===== src/rtl/branch_history_table.sv =====
// Branch history table: 2-bit saturating-style prediction counters with one-cycle lookup,
// commit-time training and commit/mispredict statistics. Optional macro: BHT_BYPASS_EN.
module branch_history_table #(
  parameter int IDX_W  = 8,
  parameter int STAT_W = 32
) (
  input  logic              clk,
  input  logic              rst_n,
  input  logic              rdy,
  input  logic              clear,
  input  logic              lk_valid,
  input  logic [IDX_W-1:0]  lk_idx,
  output logic              pred_valid,
  output logic              pred_taken,
  output logic [IDX_W-1:0]  pred_idx,
  input  logic              upd_miss,
  input  logic              upd_hit,
  input  logic [IDX_W-1:0]  upd_idx,
  output logic [STAT_W-1:0] stat_commit,
  output logic [STAT_W-1:0] stat_miss
);

  localparam int ENTRIES = 1 << IDX_W;

  logic [1:0]        ctr_r [ENTRIES];
  logic              pred_valid_r;
  logic              pred_taken_r;
  logic [IDX_W-1:0]  pred_idx_r;
  logic [STAT_W-1:0] stat_commit_r;
  logic [STAT_W-1:0] stat_miss_r;

  logic              upd_any_s;
  logic [1:0]        upd_cur_s;
  logic [1:0]        upd_nxt_s;
  logic [1:0]        lk_rd_s;
  logic [1:0]        lk_ctr_s;

  // Mispredict moves toward the opposite weak state; a correct prediction strengthens.
  function automatic logic [1:0] train_ctr(input logic [1:0] cur, input logic miss);
    logic [1:0] nxt;
    if (miss) begin
      case (cur)
        2'b00:   nxt = 2'b01;
        2'b01:   nxt = 2'b10;
        2'b10:   nxt = 2'b01;
        2'b11:   nxt = 2'b10;
        default: nxt = 2'b01;
      endcase
    end else begin
      case (cur)
        2'b00:   nxt = 2'b00;
        2'b01:   nxt = 2'b00;
        2'b10:   nxt = 2'b11;
        2'b11:   nxt = 2'b11;
        default: nxt = 2'b01;
      endcase
    end
    return nxt;
  endfunction

  // Training value for the commit index and the counter seen by this cycle's lookup.
  always_comb begin
    upd_any_s = upd_miss | upd_hit;
    upd_cur_s = ctr_r[upd_idx];
    upd_nxt_s = train_ctr(upd_cur_s, upd_miss);
    lk_rd_s   = ctr_r[lk_idx];
`ifdef BHT_BYPASS_EN
    if (upd_any_s && (upd_idx == lk_idx)) begin
      lk_ctr_s = upd_nxt_s;
    end else begin
      lk_ctr_s = lk_rd_s;
    end
`else
    lk_ctr_s  = lk_rd_s;
`endif
  end

  // Counter array: trained on commit, untouched by pipeline flushes.
  always_ff @(posedge clk or negedge rst_n) begin
    if (!rst_n) begin
      for (int i = 0; i < ENTRIES; i++) begin
        ctr_r[i] <= 2'b01;
      end
    end else if (rdy && upd_any_s) begin
      ctr_r[upd_idx] <= upd_nxt_s;
    end
  end

  // Registered prediction; a flush kills the in-flight lookup.
  always_ff @(posedge clk or negedge rst_n) begin
    if (!rst_n) begin
      pred_valid_r <= 1'b0;
      pred_taken_r <= 1'b0;
      pred_idx_r   <= '0;
    end else if (rdy) begin
      pred_valid_r <= lk_valid & ~clear;
      pred_taken_r <= lk_ctr_s[1];
      pred_idx_r   <= lk_idx;
    end
  end

  // Statistics: a simultaneous hit+miss counts as a single mispredicted commit.
  always_ff @(posedge clk or negedge rst_n) begin
    if (!rst_n) begin
      stat_commit_r <= '0;
      stat_miss_r   <= '0;
    end else if (rdy) begin
      if (upd_any_s) begin
        stat_commit_r <= stat_commit_r + {{(STAT_W-1){1'b0}}, 1'b1};
      end
      if (upd_miss) begin
        stat_miss_r <= stat_miss_r + {{(STAT_W-1){1'b0}}, 1'b1};
      end
    end
  end

  assign pred_valid  = pred_valid_r;
  assign pred_taken  = pred_taken_r;
  assign pred_idx    = pred_idx_r;
  assign stat_commit = stat_commit_r;
  assign stat_miss   = stat_miss_r;

endmodule


===== config.mk =====
export PLATFORM = sky130hd
export DESIGN_NAME = branch_history_table
export DESIGN_NICKNAME = d
export VERILOG_FILES = /design/src/rtl/branch_history_table.sv
export SDC_FILE = /design/constraint.sdc
export NUM_CORES = 1
export LEC_CHECK = 0
export CAP_MARGIN = 5
export CORE_ASPECT_RATIO = 0.8
export CORE_MARGIN = 5
export CORE_UTILIZATION = 55
export CTS_CLUSTER_SIZE = 20
export DETAILED_ROUTE_END_ITERATION = 6
export HOLD_SLACK_MARGIN = 0.02
export PLACE_DENSITY = 0.73
export SYNTH_ARGS = -nofsm -noshare
export SYNTH_HDL_FRONTEND = slang
export SYNTH_SLANG_ARGS = --single-unit

===== constraint.sdc =====
create_clock -name clk -period 4.9 [get_ports clk]
set_clock_uncertainty 0.15 [all_clocks]
set_input_delay 1.225 -clock clk [delete_from_list [all_inputs] [get_ports clk]]
set_output_delay 1.225 -clock clk [all_outputs]
set_load 0.05 [all_outputs]

==> run metrics <==
outcome finished clean; Max-Cap Viols 0; Worst VDD drop between 0.3 and 0.4 mV; Post-synth EDFFs 0; final setup fails 0; synth warn 0; Final Slew Violations 0; setup TNS 0 ns; Setup crit end kind register; Seq cells post-synth slightly below 600; drt pass-1 iters 7; final WL approximately 94 mm; commonest cells after routing, fill and taps aside nand2_1 (820), o31ai_1 (512), dfrtp_1 (330); vias post-DR approximately 24000; Pwr Total about 12 mW; total track usage 0.312; Final Non-Filler Cells about 3700; I/O pin count 97; Mean Syn Cell Area around 11 um^2; final non-filler cell area 0.0354 mm^2; clock latency on the worst-skew pair 0.63 ns; cts hold-fix bufs 0; critical path class input pin to register; placed inst area approximately 0.033 mm^2; Fin. Hold Viols 0; largest area contributor in the netlist dfrtp_1; vias in the first global route 24000; grt peak-use layer met2; Top FF cell, synth dfrtp_1; Core Area 0.0551 mm^2; synthesized area ~0.031 mm^2; Final Critical Period between 4 and 5 ns; final core occ 0.642; cts bufs inserted 58; share of post-route cells with drive strength above 1 0.275; DIE AREA approximately 0.060 mm^2; Crit path arrival time about 5 ns; Tightest Pin Transition approximately 1.3 ns; relative slew slack 0.0877; WL per Instance around 25 um; Netlist cell types between 60 and 70; post-route DRC violation count 0; pre-CTS setup slack -0.190 ns; fin crit share 0.957; Placed Instances 3582; crit-path most repeated cell buf_12; Starting Density 0.554; fill count about 4200; Max Freq ~0.21 GHz; largest net degree at the start of global routing between 100 and 150; fraction of registers with async set/reset 1.00; fin worst setup slack around 0.21 ns; CTS clk-pin slew, worst paths 0.06 ns; I/O Buffers 96; Post-CTS Setup Bufs 0; Post-DRT Antenna Nets 0; total gr overflow 0; area grow syn2layout 15.9%; slowest stage cell, crit path a2111oi_0; syn nets between 2000 and 3000; cell row count 77; root buf cell clkbuf_16; top-area cell type share of the netlist area 0.270; CP startpoint kind input pin; crit-path max FO 80; WHS 0.318 ns; CP max stage delay between 1 and 1.5 ns; CTS Sinks just under 600; power per cell area approximately 330 mW/mm^2; drt via density 6.59; commonest non-fill, non-tap cell in the layout nand2_1; Worst EP required between 5 and 6 ns; initial antenna violation count 2; first-pass GRT wire length 146 mm; H-tree depth 2; path category of the worst min-delay check register to register; Die X roughly 270 um; post-synthesis sequential area ratio 0.491; RSZ-0062 raised after global routing no; met1 usage 0.442; TritonCTS clock tree yes; Leakage approximately 14 nW; 1st-iter DRT viols 3104; top cells by area, synth dfrtp_1 (27%), dfstp_2 (22%), mux4_2 (14%); met2 usage 0.467; crit-path cells clkdlybuf4s50_1 > buf_12 > nor3b_1 > nand3_1 > a2111oi_0 > nor4_1 > buf_4 > nand4_1 > nor3_4 > buf_12 > o31ai_1; fin nets 2917; Mapped Cells 2749; Post-CTS Resized 0; CTS Buffer Depth 3; Placer Congestion just under 1; met3 Track Usage GR 0.0846; post-detail-place hpwl 64.4 mm; Die H around 220 um
[per-layer routing]
metal	vias to the layer above	routed length [um]
li1	10500	-
met4	0	4040
met1	12200	37000
met2	1386	41900
met3	258	11200
met5	-	0
[layout make-up]
| cell class | instances | area, um^2 | area share |
|---|---|---|---|
| Clock buffer | 94 | 1770 | 0.0500 |
| Timing Repair Buffer | 313 | 3200 | 0.0904 |
| Inverter | 11 | 41.3 | 0.00117 |
| Tap cell | 750 | 938 | 0.0265 |
| Antenna cell | 1 | 2.50 | 0.0000707 |
| Multi-Input combinational cell | 1922 | 14300 | 0.405 |
| Clock inverter | 15 | 131 | 0.00371 |
| Sequential cell | 586 | 15000 | 0.423 |
[flip-flops by register name (all words and copies together), names as in the netlist]
| signal | cells |
|---|---|
| ctr_r | 512 |
| stat_commit | 32 |
| stat_miss | 32 |
| pred_idx | 8 |
| pred_taken | 1 |
| pred_valid | 1 |
[Yosys cell counts (all sizes together), types with 2 or more instances]
library cell / instances
mux2i: 40
a22oi: 28
nor4b: 4
mux4: 191
nor4: 9
a22o: 3
nand3: 32
nor4bb: 5
nor2: 43
a211oi: 7
nor3: 11
xnor2: 44
ha: 2
xor2: 18
and4: 5
or2: 2
o22ai: 6
a31oi: 2
a2111oi: 4
inv: 10
nor3b: 2
o21ai: 2
nand4: 22
dfstp: 256
nand2: 820
dfrtp: 330
nand3b: 4
a21oi: 17
nor2b: 12
and2: 4
o221ai: 2
and3: 10
clkbuf: 115
nand2b: 4
o211ai: 7
buf: 115
mux2: 25
o31ai: 512
and4b: 4
o2111a: 4
[path summary, 6_finish.rpt]
kind	from	to	slack, ns	cells past startpoint
min in group asynchronous	rst_n	ctr_r[97]	0.49	1
max reg2reg	ctr_r[47]	ctr_r[333]	1.04	9
max	upd_idx[5]	ctr_r[344]	0.21	11
min	ctr_r[452]	ctr_r[452]	0.32	2
max in group asynchronous	rst_n	ctr_r[125]	2.84	2
min reg2reg	ctr_r[452]	ctr_r[452]	0.32	2
[cells by family (layout without fill, tap and decap cells)]
group,count (synthesis),count (layout),share of synthesized area
fa+ha+maj,2,2,0.000819
other cells,0,1,0
flops,586,586,0.491
xor+xnor,62,62,0.0178
buf+inv,241,433,0.0452
simple gates,997,997,0.134
mux,256,256,0.163
compound gates,605,605,0.148
[report_power, final]
part	switching, mW	total [mW]	internal, mW
Sequential	0.214	5.41	5.19
Clock	1.94	4.50	2.56
Combinational	1.07	1.72	0.648
Total	3.22	11.6	8.40
[worst max-delay path: cells and delay by family]
kind,cells,cell delay (ns)
compound gates,2,1.48
buf+inv,4,1.15
simple gates,5,1.11
(Power assumes the default switching activity.)
==> RTL change, RTL diff (same flow settings) <==
Add a define of `BHT_BYPASS_EN`.
--- a/src/rtl/branch_history_table.sv
+++ b/src/rtl/branch_history_table.sv
@@ -2,2 +2,4 @@
 // commit-time training and commit/mispredict statistics. Optional macro: BHT_BYPASS_EN.
+`define BHT_BYPASS_EN
+
 module branch_history_table #(
Formal check against the unedited RTL: not equivalent (Yosys sat finds a counterexample within 4 cycles, from zero or initial values and one cycle with rst_n low).
==> RTL change against the original RTL <==
  * Wire length fell by 3.9%
  * Critical path depth did not move
  * Sequential power shrank 2%
  * Non-clock buffer count shrank 41
  * Combinational power is 7% lower
  * Final area fell by 2.1%
  * Total power rose by 1.1%
  * Fmax grew 6.3%
  * Setup slack gained 0.28 ns
  * Synthesized area decreased by 1.6%
  * Sequential cell count did not move
  * Hold slack better by 0.0075 ns
==> RTL change: results (changes against the original RTL) <==
stage,metric,value,unit,change
grt,first-pass GRT wire length,140700,um,-3.4%
drt,drt wl/cell,24.59,um,-3.5%
critical_path,count of cells along the worst register-to-register path,10,,+1
power,flip-flop and latch power,5.32,mW,-2%
yosys,portion of the post-synthesis area used by sequential elements,49.87,%,+0.81 points
drt,DR WL met3,10880,um,-2.5%
drt,met2 WL,39750,um,-5.1%
grt,pin count of the biggest net entering global routing,98,,-16%
yosys,area share of xor/xnor cells in the synthesized design,2.040,%,+0.26 points
timing,WHS,0.3252,ns,+0.007477 ns
yosys,Syn Area/Cell,10.86,um^2,-2.3%
yosys,number of distinct standard cells referenced by the synthesized netlist,67,,+9.8%
worst_hold_path,Hold Startpoint,stat_commit[31],,
yosys,synthesized-area fraction occupied by adder cells,0.08328,%,+0.0014 points
power,power density over the cells,339.0,nW/um^2,+3.2%
cells_and_area,proportion of layout cells with a drive suffix above 1,32.40,%,+4.9 points
grt,fraction of met2 tracks used by global routing,44.95,%,-1.8 points
power,total leakage power,13.81,nW,+0.93%
critical_path,Worst EP arrival,4.75,ns,-0.31 ns
grt,met3 capacity usage during global routing,8.614,%,+0.16 points
timing,relative slew slack,41.97,%,+33 points
timing,final worst path period share,89.97,%,-5.7 points
critical_path,worst reg2reg setup slack,1.31,ns,+0.27 ns
run_status,result of the run,"finished, final reports clean",,
worst_hold_path,hold depth,1,,-1
yosys,most area-consuming cells after synthesis,"sky130_fd_sc_hd__dfrtp_1 (27%), sky130_fd_sc_hd__dfstp_2 (22%), sky130_fd_sc_hd__mux4_2 (13%), sky130_fd_sc_hd__nand2_1 (11%), sky130_fd_sc_hd__o21ai_2 (5.9%)",,
worst_hold_path,destination of the worst hold path,stat_commit[31],,
critical_path,Setup crit start,upd_idx[3],,
cells_and_area,fill cell instance count of the final layout,4024,,-3.7%
drt,top routing layer in use,met5,,
critical_path,cell with the biggest individual delay on the critical path,sky130_fd_sc_hd__buf_4,,
drt,Vias per Instance,6.365,,-3.4%
grt,GRT Total Usage,30.58,%,-0.65 points
placement,Placed Instance Area,32580,um^2,-2.7%
placement,sum of net half-perimeters after detailed placement,62830,um,-2.4%
placement,gpl congestion,0.9833,,-0.41%
critical_path,worst flop-to-flop path startpoint,ctr_r[417],,
critical_path,Worst path max stage delay,0.50,ns,-0.65 ns
yosys,area fraction in compound gates after synthesis,13.76,%,-1.1 points
grt,global routing usage on met1,43.85,%,-0.38 points
yosys,post-synth net total,2793,,+0.68%
drt,detailed-routing wirelength on met1,36230,um,-2.1%
grt,initial antenna violation count,1,,-1
power,Max IR drop VDD,0.3093,mV,+2.3%
yosys,multiplexer fraction of the synthesized cell area,16.07,%,-0.24 points
critical_path,critical register-to-register path endpoint,ctr_r[429],,
critical_path,peak fanout along the critical path,32,,-60%
## RTL change: cell types whose count changed in the layout (fill, tap and decap cells not counted), moves of 13 or more
cell                      change
sky130_fd_sc_hd__nor3_1      +13
sky130_fd_sc_hd__nand2_1     +22
sky130_fd_sc_hd__mux4_2      -15
sky130_fd_sc_hd__o21ai_1     +32
sky130_fd_sc_hd__and3_1      +13
sky130_fd_sc_hd__nor2_1      +19
sky130_fd_sc_hd__a22oi_1     -21
sky130_fd_sc_hd__mux2i_1     +15
sky130_fd_sc_hd__o31ai_1    -510
sky130_fd_sc_hd__o21ai_0    +294
sky130_fd_sc_hd__buf_4       -29
sky130_fd_sc_hd__o21ai_2    +200
## RTL change: cell type report
cell class                      count  share of cell area (%)
Timing Repair Buffer              272                   7.953
Antenna cell                        2                 0.01444
Tap cell                          702                   2.534
Multi-Input combinational cell   1998                   40.15
Clock inverter                     25                  0.9819
Sequential cell                   586                   43.23
Clock buffer                       83                   5.011
Inverter                           11                  0.1191
